--- src/rtl/imem_loader_if.sv ---
// Byte-stream input and instruction-memory write port of the boot loader.
// The master side is the loader itself; the slave side is the host byte source plus the memory.
interface imem_loader_if;
    logic        in_valid;
    logic [7:0]  in_data;
    logic        in_ready;
    logic [31:0] mem_waddr;
    logic [31:0] mem_wdata;
    logic        mem_wen;

    modport master (
        input  in_valid, in_data,
        output in_ready, mem_waddr, mem_wdata, mem_wen
    );

    modport slave (
        output in_valid, in_data,
        input  in_ready, mem_waddr, mem_wdata, mem_wen
    );
endinterface

--- src/rtl/imem_loader.sv ---
// Boot-time instruction memory writer: takes a length-prefixed little-endian byte stream,
// packs it into 32-bit words and holds the core in reset until the whole image is written.
module imem_loader #(
    parameter logic [31:0] BASE_ADDR = 32'h0,
    parameter int unsigned ADDR_STEP = 4,
    parameter int unsigned MAX_WORDS = 256
) (
    input  logic                clk,
    input  logic                nrst,
    input  logic                start,
    imem_loader_if.master       bus,
    output logic                cpu_nrst,
    output logic                done,
    output logic                error,
    output logic [15:0]         words_loaded
);

    typedef enum logic [2:0] {
        S_HDR_LO = 3'd0,
        S_HDR_HI = 3'd1,
        S_DATA   = 3'd2,
        S_WRITE  = 3'd3,
        S_DONE   = 3'd4,
        S_ERR    = 3'd5
    } state_t;

    state_t      state_q, state_d;
    logic [15:0] len_q, len_d;
    logic [1:0]  byte_cnt_q, byte_cnt_d;
    logic [15:0] word_idx_q, word_idx_d;
    logic [31:0] word_q, word_d;
    logic        mem_wen_q, mem_wen_d;
    logic [31:0] mem_waddr_q, mem_waddr_d;
    logic [31:0] mem_wdata_q, mem_wdata_d;
    logic [15:0] words_loaded_q, words_loaded_d;

    logic        xfer_s;
    logic [15:0] hdr_len_s;

    // Byte acceptance depends only on the registered state, never on in_valid.
    assign bus.in_ready = (state_q == S_HDR_LO) || (state_q == S_HDR_HI) || (state_q == S_DATA);
    assign xfer_s       = bus.in_valid && bus.in_ready;
    assign hdr_len_s    = {bus.in_data, len_q[7:0]};

    assign bus.mem_wen   = mem_wen_q;
    assign bus.mem_waddr = mem_waddr_q;
    assign bus.mem_wdata = mem_wdata_q;
    assign words_loaded  = words_loaded_q;
    assign done          = (state_q == S_DONE);
    assign error         = (state_q == S_ERR);
    assign cpu_nrst      = (state_q == S_DONE);

    // Next-state and datapath: the write strobe is prepared on the 4th byte so it is seen in WRITE.
    always_comb begin
        state_d        = state_q;
        len_d          = len_q;
        byte_cnt_d     = byte_cnt_q;
        word_idx_d     = word_idx_q;
        word_d         = word_q;
        mem_wen_d      = 1'b0;
        mem_waddr_d    = mem_waddr_q;
        mem_wdata_d    = mem_wdata_q;
        words_loaded_d = words_loaded_q;

        case (state_q)
            S_HDR_LO: begin
                if (xfer_s) begin
                    len_d   = {8'h00, bus.in_data};
                    state_d = S_HDR_HI;
                end else begin
                    state_d = S_HDR_LO;
                end
            end
            S_HDR_HI: begin
                if (xfer_s) begin
                    len_d          = hdr_len_s;
                    byte_cnt_d     = 2'd0;
                    word_idx_d     = 16'd0;
                    words_loaded_d = 16'd0;
                    if (hdr_len_s == 16'd0) begin
                        state_d = S_DONE;
                    end else if (32'(hdr_len_s) > 32'(MAX_WORDS)) begin
                        state_d = S_ERR;
                    end else begin
                        state_d = S_DATA;
                    end
                end else begin
                    state_d = S_HDR_HI;
                end
            end
            S_DATA: begin
                if (xfer_s) begin
                    word_d[8*byte_cnt_q +: 8] = bus.in_data;
                    if (byte_cnt_q == 2'd3) begin
                        mem_wen_d      = 1'b1;
                        mem_waddr_d    = BASE_ADDR + (32'(word_idx_q) * 32'(ADDR_STEP));
                        mem_wdata_d    = word_d;
                        words_loaded_d = word_idx_q + 16'd1;
                        byte_cnt_d     = 2'd0;
                        state_d        = S_WRITE;
                    end else begin
                        byte_cnt_d = byte_cnt_q + 2'd1;
                    end
                end else begin
                    state_d = S_DATA;
                end
            end
            S_WRITE: begin
                if (word_idx_q == (len_q - 16'd1)) begin
                    state_d = S_DONE;
                end else begin
                    word_idx_d = word_idx_q + 16'd1;
                    state_d    = S_DATA;
                end
            end
            S_DONE: begin
                if (start) begin
                    words_loaded_d = 16'd0;
                    state_d        = S_HDR_LO;
                end else begin
                    state_d = S_DONE;
                end
            end
            S_ERR: begin
                if (start) begin
                    state_d = S_HDR_LO;
                end else begin
                    state_d = S_ERR;
                end
            end
            default: begin
                state_d = S_HDR_LO;
            end
        endcase
    end

    // State and output registers with synchronous active-low reset.
    always_ff @(posedge clk) begin
        if (!nrst) begin
            state_q        <= S_HDR_LO;
            len_q          <= 16'd0;
            byte_cnt_q     <= 2'd0;
            word_idx_q     <= 16'd0;
            word_q         <= 32'd0;
            mem_wen_q      <= 1'b0;
            mem_waddr_q    <= 32'd0;
            mem_wdata_q    <= 32'd0;
            words_loaded_q <= 16'd0;
        end else begin
            state_q        <= state_d;
            len_q          <= len_d;
            byte_cnt_q     <= byte_cnt_d;
            word_idx_q     <= word_idx_d;
            word_q         <= word_d;
            mem_wen_q      <= mem_wen_d;
            mem_waddr_q    <= mem_waddr_d;
            mem_wdata_q    <= mem_wdata_d;
            words_loaded_q <= words_loaded_d;
        end
    end

endmodule

--- src/flat_wrapper.sv ---
// flat-port wrapper written by rule: the top's interface ports become plain ports
module imem_loader_flat 
#(
    parameter logic [31:0] BASE_ADDR = 32'h0,
    parameter int unsigned ADDR_STEP = 4,
    parameter int unsigned MAX_WORDS = 256
)
  (clk, nrst, start, cpu_nrst, done, error, words_loaded, bus_in_valid, bus_in_data, bus_in_ready, bus_mem_waddr, bus_mem_wdata, bus_mem_wen);
  imem_loader_if bus_i ();
  input  logic clk;
  input  logic nrst;
  input  logic start;
  output logic cpu_nrst;
  output logic done;
  output logic error;
  output logic [15:0] words_loaded;
  input wire logic [$bits(bus_i.in_valid)-1:0] bus_in_valid;
  input wire logic [$bits(bus_i.in_data)-1:0] bus_in_data;
  output wire logic [$bits(bus_i.in_ready)-1:0] bus_in_ready;
  output wire logic [$bits(bus_i.mem_waddr)-1:0] bus_mem_waddr;
  output wire logic [$bits(bus_i.mem_wdata)-1:0] bus_mem_wdata;
  output wire logic [$bits(bus_i.mem_wen)-1:0] bus_mem_wen;
  assign bus_i.in_valid = bus_in_valid;
  assign bus_i.in_data = bus_in_data;
  assign bus_in_ready = bus_i.in_ready;
  assign bus_mem_waddr = bus_i.mem_waddr;
  assign bus_mem_wdata = bus_i.mem_wdata;
  assign bus_mem_wen = bus_i.mem_wen;
  imem_loader #(.BASE_ADDR(BASE_ADDR), .ADDR_STEP(ADDR_STEP), .MAX_WORDS(MAX_WORDS)) u_core (.clk(clk), .nrst(nrst), .start(start), .bus(bus_i), .cpu_nrst(cpu_nrst), .done(done), .error(error), .words_loaded(words_loaded));
endmodule
--- config.mk ---
export PLATFORM = sky130hd
export DESIGN_NAME = imem_loader_flat
export DESIGN_NICKNAME = d
export VERILOG_FILES = /design/src/rtl/imem_loader_if.sv /design/src/rtl/imem_loader.sv /design/src/flat_wrapper.sv
export SDC_FILE = /design/constraint.sdc
export NUM_CORES = 1
export LEC_CHECK = 0
export CAP_MARGIN = 20
export CORE_AREA = 4 4 119 121
export CTS_CLUSTER_DIAMETER = 40
export CTS_CLUSTER_SIZE = 25
export DETAILED_ROUTE_END_ITERATION = 8
export DIE_AREA = 0 0 123 125
export GPL_TIMING_DRIVEN = 0
export PLACE_DENSITY = 0.8
export SLEW_MARGIN = 25
export SYNTH_ARGS = -nofsm -noshare
export SYNTH_HDL_FRONTEND = slang
export SYNTH_SLANG_ARGS = --single-unit
--- constraint.sdc ---
create_clock -name clk -period 3.88 [get_ports clk]
set_input_delay 0.97 -clock clk [delete_from_list [all_inputs] [get_ports clk]]
set_output_delay 0.97 -clock clk [all_outputs]
set_load 0.02 [all_outputs]
# Word level (Yosys, flattened, before mapping)
# Index checks and enable logic that the tools add are counted.
# totals
input_bits	12
ff_bits	134
out_inout_bits	85
wordCells	75
# classes
n_reduce_logical	17
add_sub_neg	4
n_shift	2
n_bitwise	1
n_eq_ne	14
mux	26
n_lt_le_gt_ge	1
# op_table
op	n
$mux 16	7
$pmux 16 s2	2
$pmux 16 s3	1
$neg 5->34	1
$shift 8x34->32 const A	1
$shiftx 8x34->32	1
$bwmux 32	1
$mux 3	8
$pmux 3 s6	1
$reduce_and 3->1	6
$add 16x1->16 const B	1
$eq 16x16->1	1
$gt 16x9->1 const B	1
$logic_not 16->1	1
$sub 16x1->16 const B	1
$eq 3x2->1 const B	2
$eq 3x3->1 const B	2
$mux 2	3
$ne 2x1->1 const B	3
$ne 2x2->1 const B	3
$reduce_bool 2->1	3
$reduce_and 5->1	1
$pmux 2 s2	1
$eq 3x1->1 const B	1
10 further kinds	12

# Depth between registers and ports, before layout
# Gate-level depths: netlist of run 1.
# logic_depth
depth_word	6
depth_mapped	11
depth_no_buf	10

# Worst setup path before layout of run 1
# Ideal clock, no wire load.
# synth_timing
kind	input to register
start	input bus_in_valid
end	register u_core.words_loaded_q[3], in the netlist u_core.words_loaded[3]
required_ns	3.765
path_slack_ns	1.222
n_path_buf	3
arrival_ns	2.543
stages	10
setup_ns	0.115
path_cell_list	nor2b_1 > clkbuf_1 > and2_1 > clkbuf_1 > nand2_1 > o21a_1 > clkbuf_1 > nand2_1 > o21ai_0 > and2_1
# synth_between
elab_chain_len	3
word_cells_on_any_way	4
cone_classes	eq/ne (2); reduce/logical (2)
# synth_rtl
element	line	text
start: declaration	flat_wrapper.sv:17	input wire logic [$bits(bus_i.in_valid)-1:0] bus_in_valid;
$logic_and 1x1->1 (*)	imem_loader.sv:42	assign xfer_s = bus.in_valid && bus.in_ready;
$ne 2x1->1 (no line)	-	
$reduce_and 5->1 (no line) (*)	-	
end signal: assignment	imem_loader.sv:158	words_loaded_q <= words_loaded_d;
end: declaration	imem_loader.sv:35	logic [15:0] words_loaded_q, words_loaded_d;
# Mark *: on every way between the ends. The rest lies on a longest branch, timed or not.
# A chain may end at the register's enable or synchronous reset.

# Worst setup path after layout of run 1
# layout_timing
start	input bus_in_valid
end	register u_core.words_loaded_q[15], in the netlist u_core.words_loaded[15]
# The elaborated chain is that of the path after synthesis.

==> metrics.md, run 1 <==
| Metric | Value |
|---|---|
| Worst path required time | 4.19 ns |
| CTS tree | built |
| DP Area | roughly 0.0075 mm² |
| Post-Synthesis Cells | approximately 740 |
| Synth Flop Type | dfxtp_1 |
| WHS Endpoint | u_core.bus.mem_waddr[12]$_SDFFE_PN0P_ |
| Area leader, netlist | dfxtp_1 |
| Leakage | approximately 3 nW |
| Postcts setup bufs | 0 |
| Layout Nets | around 900 |
| Pre-CTS WS | 0.202 ns |
| Final period utilization | 86.4% |
| Top cell type's share of synthesized area | 41.7% |
| Inserted Diodes | 0 |
| Area Overhead vs Synth | 26.7% |
| Crit end category | register |
| Gr usage total | about 23% |
| Resized Gates After CTS | 0 |
| Via Count | 5815 |
| Initial antenna violation count | 0 |
| Max Cap Violations | 0 |
| Final setup vio count | 0 |
| Outcome | finished, final reports clean |
| TNS Setup | 0 ns |
| Commonest cells after routing, fill and taps aside | dfxtp_1 (134), nand2_1 (106), clkdlybuf4s50_1 (80), clkbuf_1 (52), nor2b_1 (47) |
| Slew headroom | a little over a third |
| Worst slew pin tran | around 0.95 ns |
| Hold path depth | 2 |
| Post-synthesis sequential area ratio | about two fifths |
| H-tree depth | 4 |
| Cell area power density | between 400 and 500 mW/mm² |
| Synth area leaders | dfxtp_1 (42%), nand2_1 (6.2%), a22oi_1 (5.1%) |
| Pre-Repair DR Iteration Count | 5 |
| FP Rows | between 40 and 50 |
| GRT overflow | 0 |
| Root Driver | clkbuf_16 |
| 1st-iter DRT viols | 498 |
| WS Path Type | in2reg |
| Die ar. | about 0.015 mm² |
| R2R cell count | 11 |
| Layout fillers | roughly 1100 |
| Post-synth EDFFs | 0 |
| Global-route wire length before repair | around 28000 µm |
| Minimum setup slack among reg-to-reg paths | between 0.7 and 0.8 ns |
| Max Fanout on Critical Path | 10 |
| Worst Path Arrival | 3.67 ns |
| Reg clk slew, reported paths | around 0.06 ns |
| Final Hold Viols | 0 |
| DP HPWL | 11700 µm |
| Layout cell share with drive strength beyond 1 | ~8.4% |
| Initial Util | about half |
| Yosys cell types | 59 |
| Final GP Congestion | approximately 0.86 |
| Max VDD drop | just over 400 µV |
| Cts bufs inserted | 17 |
| Mapped Area | about 0.0064 mm² |
| Vias in the first global route | between 5000 and 6000 |
| RSZ-0062 raised after global routing | no |
| Final Util | between 60 and 70% |
| I/O Buffers | 80 |
| Commonest non-fill, non-tap cell in the layout | dfxtp_1 |
| IO Pins | between 90 and 100 |
| Worst Hold Class | reg2reg |
| Setup crit start kind | input port |
| Fin. max-slew vios | 0 |
| Synthesis warning total | 0 |
| Worst hold start | u_core.bus.mem_waddr[12]$_SDFFE_PN0P_ |
| Multi-input gate area | between 0.003 and 0.004 mm² |
| Chip width | 123 µm |
| Setup Skew | a little under 0.008 ns |
| Drt total wl | around 17000 µm |
| Routed length per instance | roughly 16 µm |
| DRC | 0 |
| Worst-Skew Late Latency | 0.42 ns |
| Fmax | 0.298 GHz |
| Die Y | ~130 µm |
| Via/cell ratio | around 5.6 |
| Clock Sinks | between 100 and 150 |
| CTS Buffer Depth | 2 |
| Core Region | 0.0131 mm² |
| Final Critical Period | approximately 3.4 ns |
| Mapped Avg Cell Area | just under 9 µm² |
| Pin count of the biggest net entering global routing | 17 |
| Antenna viol nets, final | 0 |
| # hold bufs at CTS | 0 |
| Reg2Reg Launch Point | u_core.len_q[0]$_SDFFE_PN0P_ |
| Worst flop-to-flop path endpoint | u_core.word_idx_q[7]$_SDFFE_PN0P_ |
| Final Cell Area | between 0.008 and 0.009 mm² |
| FF/Latch Area | between 0.002 and 0.003 mm² |
| Synthesized flop and latch total | about 130 |
| Post-synth ARST share | 0% |
| Final Worst Setup Slack | between 0.5 and 0.6 ns |
## Yosys cell counts (2+ instances only)
cell type / n
nor3b_1: 34
a211o_1: 2
a31oi_1: 2
xnor2_1: 10
inv_1: 10
ha_1: 8
or4_4: 2
nand2b_1: 8
dfxtp_1: 134
nand3b_1: 2
a21oi_1: 21
buf_4: 17
a221oi_1: 34
buf_2: 3
nand3_1: 18
o21ai_0: 10
or3_1: 7
o21a_1: 4
clkbuf_1: 51
nor2b_1: 47
a22oi_1: 44
a21boi_0: 32
mux2i_1: 3
and3_1: 7
and2_1: 11
a21o_1: 10
nor3_1: 11
nor4b_1: 2
nand2_1: 106
or2_2: 3
nor4_1: 5
o2bb2ai_2: 3
xor2_1: 11
clkinv_1: 2
nor2_1: 45
## per-stage QoR
stage,instances,hold slack [ns],total power [mW]
after floorplan,758,0.456,1.62
after global placement,1014,0.454,1.68
after detailed placement,1014,0.458,1.69
after CTS,1046,0.466,3.37
after global routing,1046,0.489,3.46
final,1046,0.459,3.36
## how the worst max path moves through the flow
stage	from	to	slack, ns	depth (start not counted)
5_1_grt	bus_in_valid	u_core.words_loaded[15]$_SDFFE_PN0P_	0.38	11
4_1_cts	bus_in_valid	u_core.bus.mem_wdata[7]$_SDFFE_PN0P_	0.55	10
6_report	bus_in_valid	u_core.words_loaded[15]$_SDFFE_PN0P_	0.53	11
2_1_floorplan	bus_in_valid	u_core.words_loaded[3]$_SDFFE_PN0P_	1.22	10
3_5_place_dp	bus_in_valid	u_core.bus.mem_wdata[7]$_SDFFE_PN0P_	0.20	10
3_3_place_gp	bus_in_valid	u_core.bus.mem_wdata[7]$_SDFFE_PN0P_	0.22	10
## kinds of logic after synthesis
| family | share of synthesized area (%) |
|---|---|
| AOI/OAI and AO/OA | 21.4 |
| xor gates and xnor gates | 2.86 |
| adders and majority gates | 1.56 |
| buffers and inverters | 6.30 |
| DFF | 41.7 |
| muxes | 0.642 |
| other | 0.0583 |
| and+or+nand+nor | 25.5 |
## critical path, cell delays in order
cell and delay (ns):
clkdlybuf4s50_1 0.49, nor2b_1 0.14, clkbuf_1 0.28, and2_1 0.17
clkbuf_1 0.33, nand2_1 0.24, o21a_1 0.29, clkbuf_1 0.31
nand2_1 0.16, o21ai_0 0.10, and2_1 0.18
## where the power goes
group,internal [mW],leakage [nW],switching (mW)
combinational,0.108,1.58,0.154
clock,1.11,0.312,0.592
sequential,1.39,1.08,0.0139
## area by class of cell
type / count / area share, %
clock buffers: 24 / 6.28
repair buffers: 80 / 9.82
multi-input cells: 539 / 41.9
flip-flops and latches: 134 / 32.9
inverters: 12 / 0.552
clock inverters: 8 / 1.44
plain buffers: 73 / 4.42
well taps: 176 / 2.70
## routing by layer
layer  track usage, %  vias to the layer above  share of wire, %
met3             4.02                       35               5.9
met4             8.27                        0               1.8
met2             37.7                      175                48
met1             30.4                     2778                44
li1                 -                     2827                 -
met5                0                        -                 0
## state kept, by name (all words and copies together), names as in the netlist
name / flops
u_core.bus.mem_wen: 1
u_core.bus.mem_waddr: 16
u_core.word_q: 32
u_core.words_loaded: 16
u_core.state_q: 3
u_core.len_q: 16
u_core.word_idx_q: 16
u_core.byte_cnt_q: 2
u_core.bus.mem_wdata: 32
Note: power is estimated with default switching activity, not from simulation.
==> run 2, diff against run 1 <==
CORE_AREA = 4 4 152 95   (was 4 4 119 121)
DIE_AREA = 0 0 156 99   (was 0 0 123 125)
SKIP_CTS_REPAIR_TIMING = 1   (was unset)
==> metrics.md, run 2 (synthesis results as in run 1) <==
| Metric | Value |
|---|---|
| Routed length per instance | around 17 µm |
| Layout cell share with drive strength beyond 1 | slightly below 9% |
| Pre-Repair DR Iteration Count | 5 |
| WS Path Type | in2reg |
| DP HPWL | 12600 µm |
| Layout fillers | approximately 1100 |
| Initial antenna violation count | 0 |
| Max VDD drop | around 330 µV |
| Leakage | ~3 nW |
| Vias in the first global route | ~5300 |
| Tot Pwr | ~3.4 mW |
| Die ar. | 0.0154 mm² |
| Int Power | around 2.6 mW |
| DRC | 0 |
| Part of the power in registers | about two fifths |
| Setup crit start kind | input port |
| CTS tree | built |
| Final GP Congestion | approximately 0.93 |
| Fin. max-slew vios | 0 |
| IO Pins | between 90 and 100 |
| Max Cap Violations | 0 |
| Commonest cells after routing, fill and taps aside | dfxtp_1 (134), nand2_1 (106), clkdlybuf4s50_1 (80), clkbuf_1 (51), nor2b_1 (47) |
| Reg clk slew, reported paths | about 0.06 ns |
| Final Cell Area | just over 0.008 mm² |
| Setup Skew | between 0.01 and 0.015 ns |
| DP Area | between 0.007 and 0.008 mm² |
| 1st-iter DRT viols | ~570 |
| Clock Sinks | roughly 130 |
| Inserted Diodes | 0 |
| Outcome | finished, final reports clean |
| Sw Pwr | slightly above 0.8 mW |
| Via/cell ratio | between 5 and 6 |
| Root Driver | clkbuf_16 |
| Combinational share of power | 7.9% |
| Crit end category | register |
| Final Worst Setup Slack | approximately 0.44 ns |
| Max Fanout on Critical Path | 10 |
| Multi-input gate area | ~0.0034 mm² |
| Worst Hold Class | reg2reg |
| Final setup vio count | 0 |
| Clock Power Share | between 50% and 60% |
| Fmax | between 0.2 and 0.3 GHz |
| GRT overflow | 0 |
| Initial Util | around half |
| Gr usage total | between 20% and 30% |
| Cts bufs inserted | 17 |
| TNS Setup | 0 ns |
| Slew headroom | about two fifths |
| Worst slew pin tran | 0.921 ns |
| I/O Buffers | 80 |
| CTS Buffer Depth | 2 |
| Worst Path Arrival | about 3.7 ns |
| Global-route wire length before repair | approximately 28000 µm |
| FP Rows | 32 |
| Final period utilization | between 80% and 90% |
| Pin count of the biggest net entering global routing | 17 |
| Cell area power density | roughly 420 mW/mm² |
| H-tree depth | 4 |
| Via Count | 5804 |
| Drt total wl | 17700 µm |
| Final Critical Period | approximately 3.4 ns |
| Commonest non-fill, non-tap cell in the layout | dfxtp_1 |
| Final Hold Viols | 0 |
| Chip width | 156 µm |
| Antenna viol nets, final | 0 |
| FF/Latch Area | ~0.0027 mm² |
| Core Region | ~0.013 mm² |
| Layout Nets | about 880 |
| RSZ-0062 raised after global routing | no |
| Die Y | just under 100 µm |
| Worst-Skew Late Latency | 0.41 ns |
| Pre-CTS WS | roughly 0.11 ns |
| Area Overhead vs Synth | 27.0% |
| Sw Ratio | 23.6% |
| Worst path required time | 4.16 ns |
## run 2: worst paths after layout
| path | to | cells past startpoint | start | slack (ns) |
|---|---|---|---|---|
| min | u_core.bus.mem_waddr[13]$_SDFFE_PN0P_ | 2 | u_core.bus.mem_waddr[13]$_SDFFE_PN0P_ | 0.46 |
| max | u_core.bus.mem_wdata[2]$_SDFFE_PN0P_ | 10 | bus_in_valid | 0.44 |
| min reg2reg | u_core.bus.mem_waddr[13]$_SDFFE_PN0P_ | 2 | u_core.bus.mem_waddr[13]$_SDFFE_PN0P_ | 0.46 |
| max reg2reg | u_core.word_idx_q[9]$_SDFFE_PN0P_ | 11 | u_core.len_q[0]$_SDFFE_PN0P_ | 0.73 |
## run 2: layout make-up
cell class                      count  area share [%]
Buffer                             73            4.41
Clock buffer                       19            5.54
Clock inverter                     13            2.36
Inverter                           12           0.551
Multi-Input combinational cell    539            41.9
Sequential cell                   134            32.8
Tap cell                          170            2.60
Timing Repair Buffer               80            9.80
## run 2: worst max-delay path, stage by stage
cell and delay (ns):
clkdlybuf4s50_1 0.49, nor2b_1 0.13, clkbuf_1 0.27, nand2_1 0.11, nor2_1 0.15, clkbuf_1 0.35
nand2_1 0.37, clkbuf_1 0.39, a221oi_1 0.40, nor3b_1 0.09
## run 2: stage by stage
stage               hold WS (ns)  std cells  utilization [%]
global placement           0.456       1008             58.4
finish                     0.465       1040             63.6
detailed placement         0.460       1008             58.5
CTS                        0.468       1040             63.5
global route               0.496       1040             63.6
floorplan                  0.456        758                -
## run 2: routing by layer
layer	global-route usage, %	part of all wire (%)	vias up
li1	-	-	2826
met1	35.9	50	2736
met5	0	0	-
met3	5.79	8.3	26
met4	6.25	1.3	0
met2	30.3	40	216
## run 2: power groups by stage
stage	logic, mW	clock network (mW)	registers [mW]
2_1_floorplan	0.194	0	1.43
3_3_place_gp	0.256	0	1.43
3_5_place_dp	0.260	0	1.43
4_1_cts	0.262	1.77	1.40
5_1_grt	0.290	1.83	1.40
6_report	0.269	1.75	1.40
==> run 3, diff against run 2 <==
GPL_ROUTABILITY_DRIVEN = 0   (was unset)
REMOVE_ABC_BUFFERS = 1   (was unset)
==> metrics.md, run 3 (synthesis results as in run 1) <==
| Metric | Value |
|---|---|
| Outcome | finished, final reports clean |
| R2R cell count | 10 |
| Worst slew pin tran | 0.989 ns |
| WS Path Type | reg2reg |
| Via Count | 5631 |
| Initial antenna violation count | 0 |
| Reg clk slew, reported paths | approximately 0.06 ns |
| Crit end category | register |
| Max Cap Violations | 0 |
| Drt total wl | 16400 µm |
| FP Rows | 32 |
| Via/cell ratio | just under 6 |
| Tot Pwr | 3.48 mW |
| Setup Skew | around 0.0062 ns |
| Layout cell share with drive strength beyond 1 | between 7 and 8% |
| I/O Buffers | 80 |
| Fin. max-slew vios | 0 |
| Worst flop-to-flop path endpoint | u_core.word_idx_q[0]$_SDFFE_PN0P_ |
| DP HPWL | around 11000 µm |
| Final period utilization | roughly nine tenths |
| Clock Sinks | around 130 |
| RSZ-0062 raised after global routing | no |
| Initial Util | approximately 50% |
| Hold path depth | 2 |
| Cts bufs inserted | 17 |
| Vias in the first global route | about 5400 |
| Gr usage total | between 20% and 30% |
| CTS tree | built |
| Minimum setup slack among reg-to-reg paths | about 0.42 ns |
| DRC | 0 |
| Fmax | between 0.2 and 0.3 GHz |
| Max VDD drop | between 300 and 400 µV |
| Setup crit start kind | register |
| Final Non-Filler Cells | 969 |
| Slowest CP cell | nor4b_1 |
| WHS Endpoint | u_core.bus.mem_waddr[8]$_SDFFE_PN0P_ |
| Final Hold Viols | 0 |
| Die Y | around 99 µm |
| Cell area power density | 441 mW/mm² |
| Core Region | 0.0129 mm² |
| Inserted Diodes | 0 |
| Crit-path cells | inv_1 > ha_1 > nor4b_1 > and3_1 > a211o_1 > a32oi_1 > a311o_4 > o211ai_4 > inv_1 > mux2_2 |
| Pin count of the biggest net entering global routing | 78 |
| Max Fanout on Critical Path | 15 |
| Final Cell Area | a little under 0.008 mm² |
| Commonest cells after routing, fill and taps aside | dfxtp_1 (134), nand2_1 (105), clkdlybuf4s50_1 (79), nor2b_1 (47) |
| Slew headroom | between 30 and 40% |
| Worst path required time | roughly 4.2 ns |
| Worst path most repeated cell | inv_1 |
| Pre-Repair DR Iteration Count | 6 |
| Chip width | 156 µm |
| Final setup vio count | 0 |
| Worst hold start | u_core.bus.mem_waddr[8]$_SDFFE_PN0P_ |
| Post-Place Cells | 937 |
| DP Area | 0.00721 mm² |
| Final Critical Period | approximately 3.5 ns |
| Commonest non-fill, non-tap cell in the layout | dfxtp_1 |
| Die ar. | between 0.015 and 0.02 mm² |
| Worst Path Arrival | 3.76 ns |
| Layout Nets | between 800 and 900 |
| Global-route wire length before repair | between 20000 and 30000 µm |
| CTS Buffer Depth | 2 |
| Final Worst Setup Slack | roughly 0.42 ns |
| Layout fillers | 1058 |
| Reg2Reg Launch Point | u_core.len_q[0]$_SDFFE_PN0P_ |
| Routed length per instance | 17.0 µm |
| Worst-Skew Late Latency | between 0.4 and 0.5 ns |
| CP max stage delay | around 0.71 ns |
| 1st-iter DRT viols | 472 |
| Area Overhead vs Synth | 22.6% |
| Pre-CTS WS | -0.133 ns |
| GRT overflow | 0 |
| Worst Hold Class | reg2reg |
| Antenna viol nets, final | 0 |
| Leakage | roughly 2.8 nW |
| Root Driver | clkbuf_16 |
| IO Pins | 97 |
| H-tree depth | 4 |
## run 3: changes by cell type in the layout (fill, tap and decap cells not counted), moves of 2 or more
cell and change:
buf_2 -3, buf_4 -16, bufinv_16 +2, clkbuf_1 -51, clkinv_2 +3, clkinvlp_4 -2, inv_6 -3, nor3_1 +2
nor3_2 -2
## run 3: worst max-delay path, delay by kind of cell (launching register included)
family	cells	cell delay [ns]
AO/OA/AOI/OAI	4	1.20
adder cells (fa/ha/maj)	1	0.28
buffers and inverters	2	0.20
flip-flops	1	0.35
multiplexers	1	0.29
AND/OR/NAND/NOR	2	1.01
## run 3: layer usage
metal	track usage, %	vias up	routed length, µm
li1	-	2674	-
met1	28.7	2706	7440
met2	33.3	214	7550
met3	4.87	37	1130
met4	7.80	0	305
met5	0	-	0
## run 3: power by group
group          switching [mW]  total [mW]  internal (mW)
clock network           0.602        1.84           1.24
logic                   0.145       0.235         0.0905
registers              0.0208        1.41           1.39
## run 3: cell type report
cell class | count | area, µm² | area share [%]
Multi-Input combinational cell | 539 | 3420 | 43.4
Sequential cell | 134 | 2680 | 34.0
Clock inverter | 13 | 226 | 2.87
Timing Repair Buffer | 82 | 846 | 10.7
Clock buffer | 19 | 453 | 5.74
Inverter | 12 | 45.0 | 0.571
Tap cell | 170 | 213 | 2.70
## run 3: through the flow
stage / setup TNS (ns) / hold WS [ns] / utilization, %
finish: 0 / 0.464 / 61.4
global route: 0 / 0.490 / 61.4
CTS: 0 / 0.468 / 61.4
detailed placement: -0.727 / 0.460 / 56.1
global placement: -63.05 / 0.460 / 55.6
floorplan: 0 / 0.456 / -
## run 3: how the worst max path moves through the flow
stage | start | end
after floorplan | bus_in_valid | u_core.words_loaded[10]$_SDFFE_PN0P_
after global placement | nrst | u_core.word_idx_q[13]$_SDFFE_PN0P_
after detailed placement | bus_in_valid | u_core.bus.mem_wdata[5]$_SDFFE_PN0P_
after CTS | bus_in_valid | u_core.bus.mem_wdata[5]$_SDFFE_PN0P_
after global routing | bus_in_valid | u_core.bus.mem_wdata[1]$_SDFFE_PN0P_
final | u_core.len_q[0]$_SDFFE_PN0P_ | u_core.word_idx_q[0]$_SDFFE_PN0P_
